$ cat src/rtl/uart_tx_ctrl.sv
// rtl/uart_tx_ctrl.sv - drains the TX FIFO and serializes each byte as an 8N1/8N2 UART frame
// Optional even parity bit after the data bits when UART_TX_PARITY_EN is defined.
module uart_tx_ctrl #(
    parameter int DATA_WIDTH   = 32,
    parameter int CLKS_PER_BIT = 16,
    parameter int STOP_BITS    = 1
) (
    input  logic                  clk,
    input  logic                  rst,
    input  logic                  tx_en,
    input  logic                  fifo_empty,
    output logic                  fifo_rd_en,
    input  logic                  fifo_valid,
    input  logic [DATA_WIDTH-1:0] fifo_data,
    output logic                  tx,
    output logic                  busy,
    output logic                  tx_done
);
    localparam int BW = (CLKS_PER_BIT > 1) ? $clog2(CLKS_PER_BIT) : 1;
    localparam logic [BW-1:0] BAUD_LAST = BW'(CLKS_PER_BIT - 1);
    localparam logic STOP_LAST = 1'(STOP_BITS - 1);

    typedef enum logic [2:0] {
        IDLE,
        FETCH,
        WAIT,
        START,
        DATA,
`ifdef UART_TX_PARITY_EN
        PARITY,
`endif
        STOP
    } state_t;

    state_t          state, state_n;
    logic [BW-1:0]   baud, baud_n;
    logic [2:0]      bit_idx, bit_n;
    logic            stop_cnt, stop_n;
    logic [7:0]      shift, shift_n;
    logic            tx_n;
    logic            baud_last;
`ifdef UART_TX_PARITY_EN
    logic            par, par_n;
`endif

    if (DATA_WIDTH > 8) begin : g_unused_hi
        logic unused_hi;
        assign unused_hi = ^fifo_data[DATA_WIDTH-1:8];
    end

    assign baud_last = (baud == BAUD_LAST);
    assign busy      = (state != IDLE);
    assign tx_done   = (state == STOP) && baud_last && (stop_cnt == STOP_LAST);

    always_comb begin
        state_n = state;
        baud_n  = baud;
        bit_n   = bit_idx;
        stop_n  = stop_cnt;
        shift_n = shift;
`ifdef UART_TX_PARITY_EN
        par_n   = par;
`endif
        case (state)
            IDLE: begin
                if (tx_en && !fifo_empty) state_n = FETCH;
            end
            FETCH: state_n = WAIT;
            WAIT: begin
                if (fifo_valid) begin
                    shift_n = fifo_data[7:0];
`ifdef UART_TX_PARITY_EN
                    par_n   = ^fifo_data[7:0];
`endif
                    baud_n  = '0;
                    bit_n   = '0;
                    stop_n  = 1'b0;
                    state_n = START;
                end
            end
            START: begin
                baud_n = baud_last ? '0 : baud + 1'b1;
                if (baud_last) state_n = DATA;
            end
            DATA: begin
                baud_n = baud_last ? '0 : baud + 1'b1;
                if (baud_last) begin
                    shift_n = {1'b0, shift[7:1]};
                    bit_n   = bit_idx + 3'd1;
`ifdef UART_TX_PARITY_EN
                    if (bit_idx == 3'd7) state_n = PARITY;
`else
                    if (bit_idx == 3'd7) state_n = STOP;
`endif
                end
            end
`ifdef UART_TX_PARITY_EN
            PARITY: begin
                baud_n = baud_last ? '0 : baud + 1'b1;
                if (baud_last) state_n = STOP;
            end
`endif
            STOP: begin
                baud_n = baud_last ? '0 : baud + 1'b1;
                if (baud_last) begin
                    if (stop_cnt == STOP_LAST) begin
                        stop_n  = 1'b0;
                        state_n = IDLE;
                    end else begin
                        stop_n = stop_cnt + 1'b1;
                    end
                end
            end
            default: state_n = IDLE;
        endcase
    end

    // tx is registered from the next-state view so the line lines up with the state register
    always_comb begin
        tx_n = 1'b1;
        case (state_n)
            START:  tx_n = 1'b0;
            DATA:   tx_n = shift_n[0];
`ifdef UART_TX_PARITY_EN
            PARITY: tx_n = par;
`endif
            default: tx_n = 1'b1;
        endcase
    end

    always_ff @(posedge clk) begin
        if (rst) begin
            state      <= IDLE;
            baud       <= '0;
            bit_idx    <= '0;
            stop_cnt   <= 1'b0;
            shift      <= '0;
            tx         <= 1'b1;
            fifo_rd_en <= 1'b0;
`ifdef UART_TX_PARITY_EN
            par        <= 1'b0;
`endif
        end else begin
            state      <= state_n;
            baud       <= baud_n;
            bit_idx    <= bit_n;
            stop_cnt   <= stop_n;
            shift      <= shift_n;
            tx         <= tx_n;
            fifo_rd_en <= (state_n == FETCH);
`ifdef UART_TX_PARITY_EN
            par        <= par_n;
`endif
        end
    end
endmodule

$ cat config.mk
export PLATFORM = sky130hd
export DESIGN_NAME = uart_tx_ctrl
export DESIGN_NICKNAME = d
export VERILOG_FILES = /design/src/rtl/uart_tx_ctrl.sv
export SDC_FILE = /design/constraint.sdc
export NUM_CORES = 1
export LEC_CHECK = 0
export ABC_CLOCK_PERIOD_IN_PS = 3200
export CORE_ASPECT_RATIO = 1.1
export CORE_UTILIZATION = 60
export CTS_BUF_LIST = sky130_fd_sc_hd__clkbuf_8 sky130_fd_sc_hd__clkbuf_16
export DETAILED_ROUTE_END_ITERATION = 6
export DONT_BUFFER_PORTS = 1
export MAX_ROUTING_LAYER = met4
export PLACE_DENSITY_LB_ADDON = 0.2
export SYNTH_ARGS = -nofsm -noshare
export SYNTH_HDL_FRONTEND = slang
export SYNTH_SLANG_ARGS = --single-unit
$ cat constraint.sdc
create_clock -name clk -period 3.2 [get_ports clk]
set_input_delay 0.48 -clock clk [delete_from_list [all_inputs] [get_ports clk]]
set_output_delay 0.48 -clock clk [all_outputs]
set_load 0.02 [all_outputs]
# After elaboration in Yosys (flattened, before gate mapping)
# Index checks and enable logic that the tools add are counted.
# op_classes
eq_ne	13
reduce_logical	13
bitwise	1
addsub	3
n_mux	22
# op_table
op	n
2-to-1 mux 3 bit	9
one-hot mux 3 bit (6 select lines)	1
2-to-1 mux 8 bit	2
one-hot mux 8 bit (2 select lines)	1
equality test 3 bit (second input constant)	4
equality test 3 x 2 -> 1 bit (second input constant)	3
2-to-1 mux 4 bit	2
one-hot mux 4 bit (2 select lines)	1
equality test 3 x 1 -> 1 bit (second input constant)	2
inequality test 2 bit (second input constant)	3
one-hot mux 3 bit (2 select lines)	1
AND reduction 3 bit	2
nonzero test 2 bit	3
adder 4 x 1 -> 4 bit (second input constant)	1
equality test 4 bit (second input constant)	1
one-hot mux 1 bit (2 select lines)	2
adder 3 x 1 -> 3 bit (second input constant)	1
logical AND 1 bit	3
zero test 3 bit	1
2-to-1 mux 1 bit	3
nonzero test 3 bit	1
OR reduction 3 bit	1
AND reduction 2 bit	1
adder 1 bit (second input constant)	1
other kinds (2)	2
# word_totals
inputBits	37
regBits	21
word_cells	60
out_inout_bits	4

# Logic depth before layout (Yosys ltp)
# depth
depth_word	6
depth_mapped	7
ltp_nobuf	6

# Worst setup path after synthesis
# No wires, ideal clock.
# synth_timing
path_kind	reg2reg
start	register baud[0]
end	register tx
period_less_slack_ns	1.676
required_time_ns	3.060
setup_time_ns	0.140
path_stages_with_launch	7
path_slack_ns	1.524
arrival_time_ns	1.537
cell_sequence	dfxtp_1 -> ha_1 -> and3_1 -> buf_2 -> a31oi_2 -> a2111oi_2 -> mux2i_1
# synth_via
elab_chain_cells	5
elab_cells_between_ends	10
# synth_lines
element	line	text
start, declared	36	logic [BW-1:0] baud, baud_n;
start signal, assigned	145	baud <= baud_n;
equality test 4 bit (*)	51	assign baud_last = (baud == BAUD_LAST);
2-to-1 mux 3 bit (on tied branches)	105, 83, 87	
one-hot mux 3 bit (6 select lines)	64	case (state)
equality test 3 bit or equality test 3 x 2 -> 1 bit (tied branches)	121	case (state_n)
one-hot mux 1 bit (2 select lines) (*)	121	
end signal, assigned	149	tx <= tx_n;
end, declared	15	output logic tx,
# Mark *: on every way between the ends. The rest lies on a longest branch, timed or not. The select of a mux whose other input is x is not followed.
# A chain may end at the register's enable or synchronous reset.

# Final worst setup path
# Ends and elaborated chain as after synthesis.

==> results.json <==
{
  "cp_max_fo": 9,
  "grt_overflow": 0,
  "setup_viol": 0,
  "power_frac_clock": 0.391,
  "drt_iter0_markers": 15,
  "finalSetupTns_ns": 0,
  "hold_path_depth": 1,
  "ys_seq_elements": 20,
  "syn_inst": 114,
  "finalWorstSetupSlack_ns": 1.20,
  "cts_tree": "built",
  "leakage_nw": 0.374,
  "antenna_cells": 0,
  "first_pass_iters": 4,
  "rrSetupSlack_ns": 1.20,
  "antenna_found_initial": 0,
  "grt_pass1_wl_mm": 3.21,
  "combPwrFrac": 0.061,
  "area_delta_synth_final_pct": 1.70,
  "fillers": 160,
  "synth_edf_count": 0,
  "coreArea_mm2": 0.00160,
  "rows": 15,
  "max_stage_delay_ns": 0.44,
  "cp_data_arrival_time_ns": 2.12,
  "ios": 41,
  "finalHoldWorstSlack_ns": 0.283,
  "routed_wl_mm": 1.91,
  "hold_class": "input port to register",
  "synthDistinctLibCells": 38,
  "pre_cts_slack_ns": 1.23,
  "cp-start-kind": "register",
  "first_global_vias": 748,
  "die_w_um": 41.5,
  "viasPerCell": 6.46,
  "start_util": 0.646,
  "fin_crit_sh": 0.627,
  "r2r.worst_path.cells": 5,
  "avgSynthCellArea_um2": 9.04,
  "port_buffers": 0,
  "criticalPathCategory": "register to register",
  "tightest_slew_ns": 0.514,
  "ys_seq_area_frac": 0.388,
  "hold_buffers": 0,
  "seq_power_share": 0.548,
  "gp_congestion": 0.859,
  "cts_max_level": 1,
  "grt_max_degree": 21,
  "drv_slew": 0,
  "rsz0062_at_grt": "no",
  "hold_path.startpoint": "rst",
  "status": "complete, no violations",
  "fin_util": 0.657,
  "clockBufferDepth": 2,
  "hold_end": "fifo_rd_en",
  "ys.flop_type": "dfxtp_1",
  "maxCapViolCount": 0,
  "swShare": 0.216,
  "cts_sinks": 20,
  "p_int_mw": 0.377,
  "r2r-end": "tx",
  "dieArea_mm2": 0.00189,
  "route.vias.total": 821,
  "powerDensity_mw_per_mm2": 459,
  "fin_crit_ns": 2.00,
  "drc": 0,
  "path_cells": "ha_1, and3_1, a31oi_2, a2111oi_2, mux2i_1",
  "cts-buffers-inserted": 3,
  "grt_use_total": 0.230,
  "final_cells": 127,
  "slowest_stage": "a2111oi_2",
  "fmax_mhz": 499,
  "clock_latency_ns": 0.25,
  "nets": 151,
  "ir_drop_mv": 0.278,
  "cts_resized": 0,
  "synth_nets": 154,
  "place_hpwl_mm": 1.36,
  "slew_headroom": 0.649,
  "drive_gt1_frac": 0.155,
  "finClkSkew_ns": 0.000915,
  "power.switching_mw": 0.104,
  "clk_pin_slew_worst_paths_ns": 0.07,
  "cp.required_ns": 3.32,
  "synthesis.area_mm2": 0.00103,
  "postRouteAntennaNets": 0,
  "post_cts_buffers": 0,
  "synthArstFlopShare": 0,
  "cts-root-buf": "clkbuf_8",
  "die_h_um": 45.5,
  "cp-end-kind": "register",
  "dp_cells": 123,
  "r2r_start": "baud[0]",
  "wl_per_cell_um": 15.1,
  "hold_violations": 0,
  "synth-warning-count": 0
}
## flip-flops by register name, indices dropped and copies added, names as in the netlist
signal,cells
shift,8
baud,4
bit_idx,3
state,3
fifo_rd_en,1
tx,1
## kinds of logic after synthesis
group,share of synthesized area
fa+ha+maj,0.0364
mux,0.0388
buf+inv,0.0570
compound gates,0.233
simple gates,0.246
flops,0.388
## worst max-delay path by stage
stage | start | end | slack (ns)
final | baud[0] | tx | 1.20
after CTS | baud[0] | tx | 1.20
after detailed placement | baud[0] | tx | 1.23
after global placement | baud[0] | tx | 1.29
after floorplan | baud[0] | tx | 1.52
after global routing | baud[0] | tx | 1.06
## cell usage after synthesis (2+ instances only)
master | count | area share
dfxtp_1 | 20 | 0.39
nand3b_1 | 2 | 0.015
o21ai_0 | 3 | 0.015
buf_2 | 3 | 0.015
nor2b_1 | 2 | 0.012
or3_2 | 2 | 0.015
ha_1 | 3 | 0.036
mux2i_1 | 4 | 0.039
a22oi_1 | 8 | 0.058
nand3_1 | 5 | 0.024
and3_1 | 2 | 0.012
nand2_1 | 13 | 0.047
nor2_1 | 8 | 0.029
buf_4 | 2 | 0.015
a21oi_1 | 14 | 0.068
## through the flow
step	power [mW]	instance area [µm²]
3_3_place_gp	0.297	993
4_1_cts	0.487	1050
3_5_place_dp	0.298	993
5_1_grt	0.498	1050
2_1_floorplan	0.300	1030
6_report	0.481	1050
## power groups by stage
stage | Clock (mW) | Combinational, mW | Sequential (mW)
2_1_floorplan | 0 | 0.0354 | 0.265
5_1_grt | 0.201 | 0.0323 | 0.265
3_3_place_gp | 0 | 0.0279 | 0.269
6_report | 0.188 | 0.0294 | 0.263
3_5_place_dp | 0 | 0.0293 | 0.269
4_1_cts | 0.194 | 0.0293 | 0.263
## placed cells by master, fill, tap and decap left out, drive strengths merged, types with 2 or more instances in the layout
cell type	instances
and2	2
a22oi	8
ha	3
nand2	13
o21ai	3
a2111oi	2
mux2i	4
nor2b	2
nand3b	2
or3	2
nor2	8
dfxtp	20
clkbuf	4
and3	2
a21oi	14
nand3	5
## critical path: cells and delay by family (launching register included)
kind / cells / cell delay [ns]
DFF: 1 / 0.41
adders and majority gates: 1 / 0.26
and+or+nand+nor: 1 / 0.37
AOI/OAI and AO/OA: 2 / 0.71
muxes: 1 / 0.12
## final cells by class
class                   instances  area, µm²  area share
well taps                      17       21.3      0.0203
flip-flops and latches         20        400       0.382
clock buffers                   4       55.1      0.0525
multi-input cells              86        572       0.545
## routing by layer
metal	GRT usage	share of wire
met1	0.282	0.48
met2	0.378	0.48
met3	0.0476	0.035
met4	0.0839	0.0068
met5	-	0
Note: power is estimated with default switching activity, not from simulation.
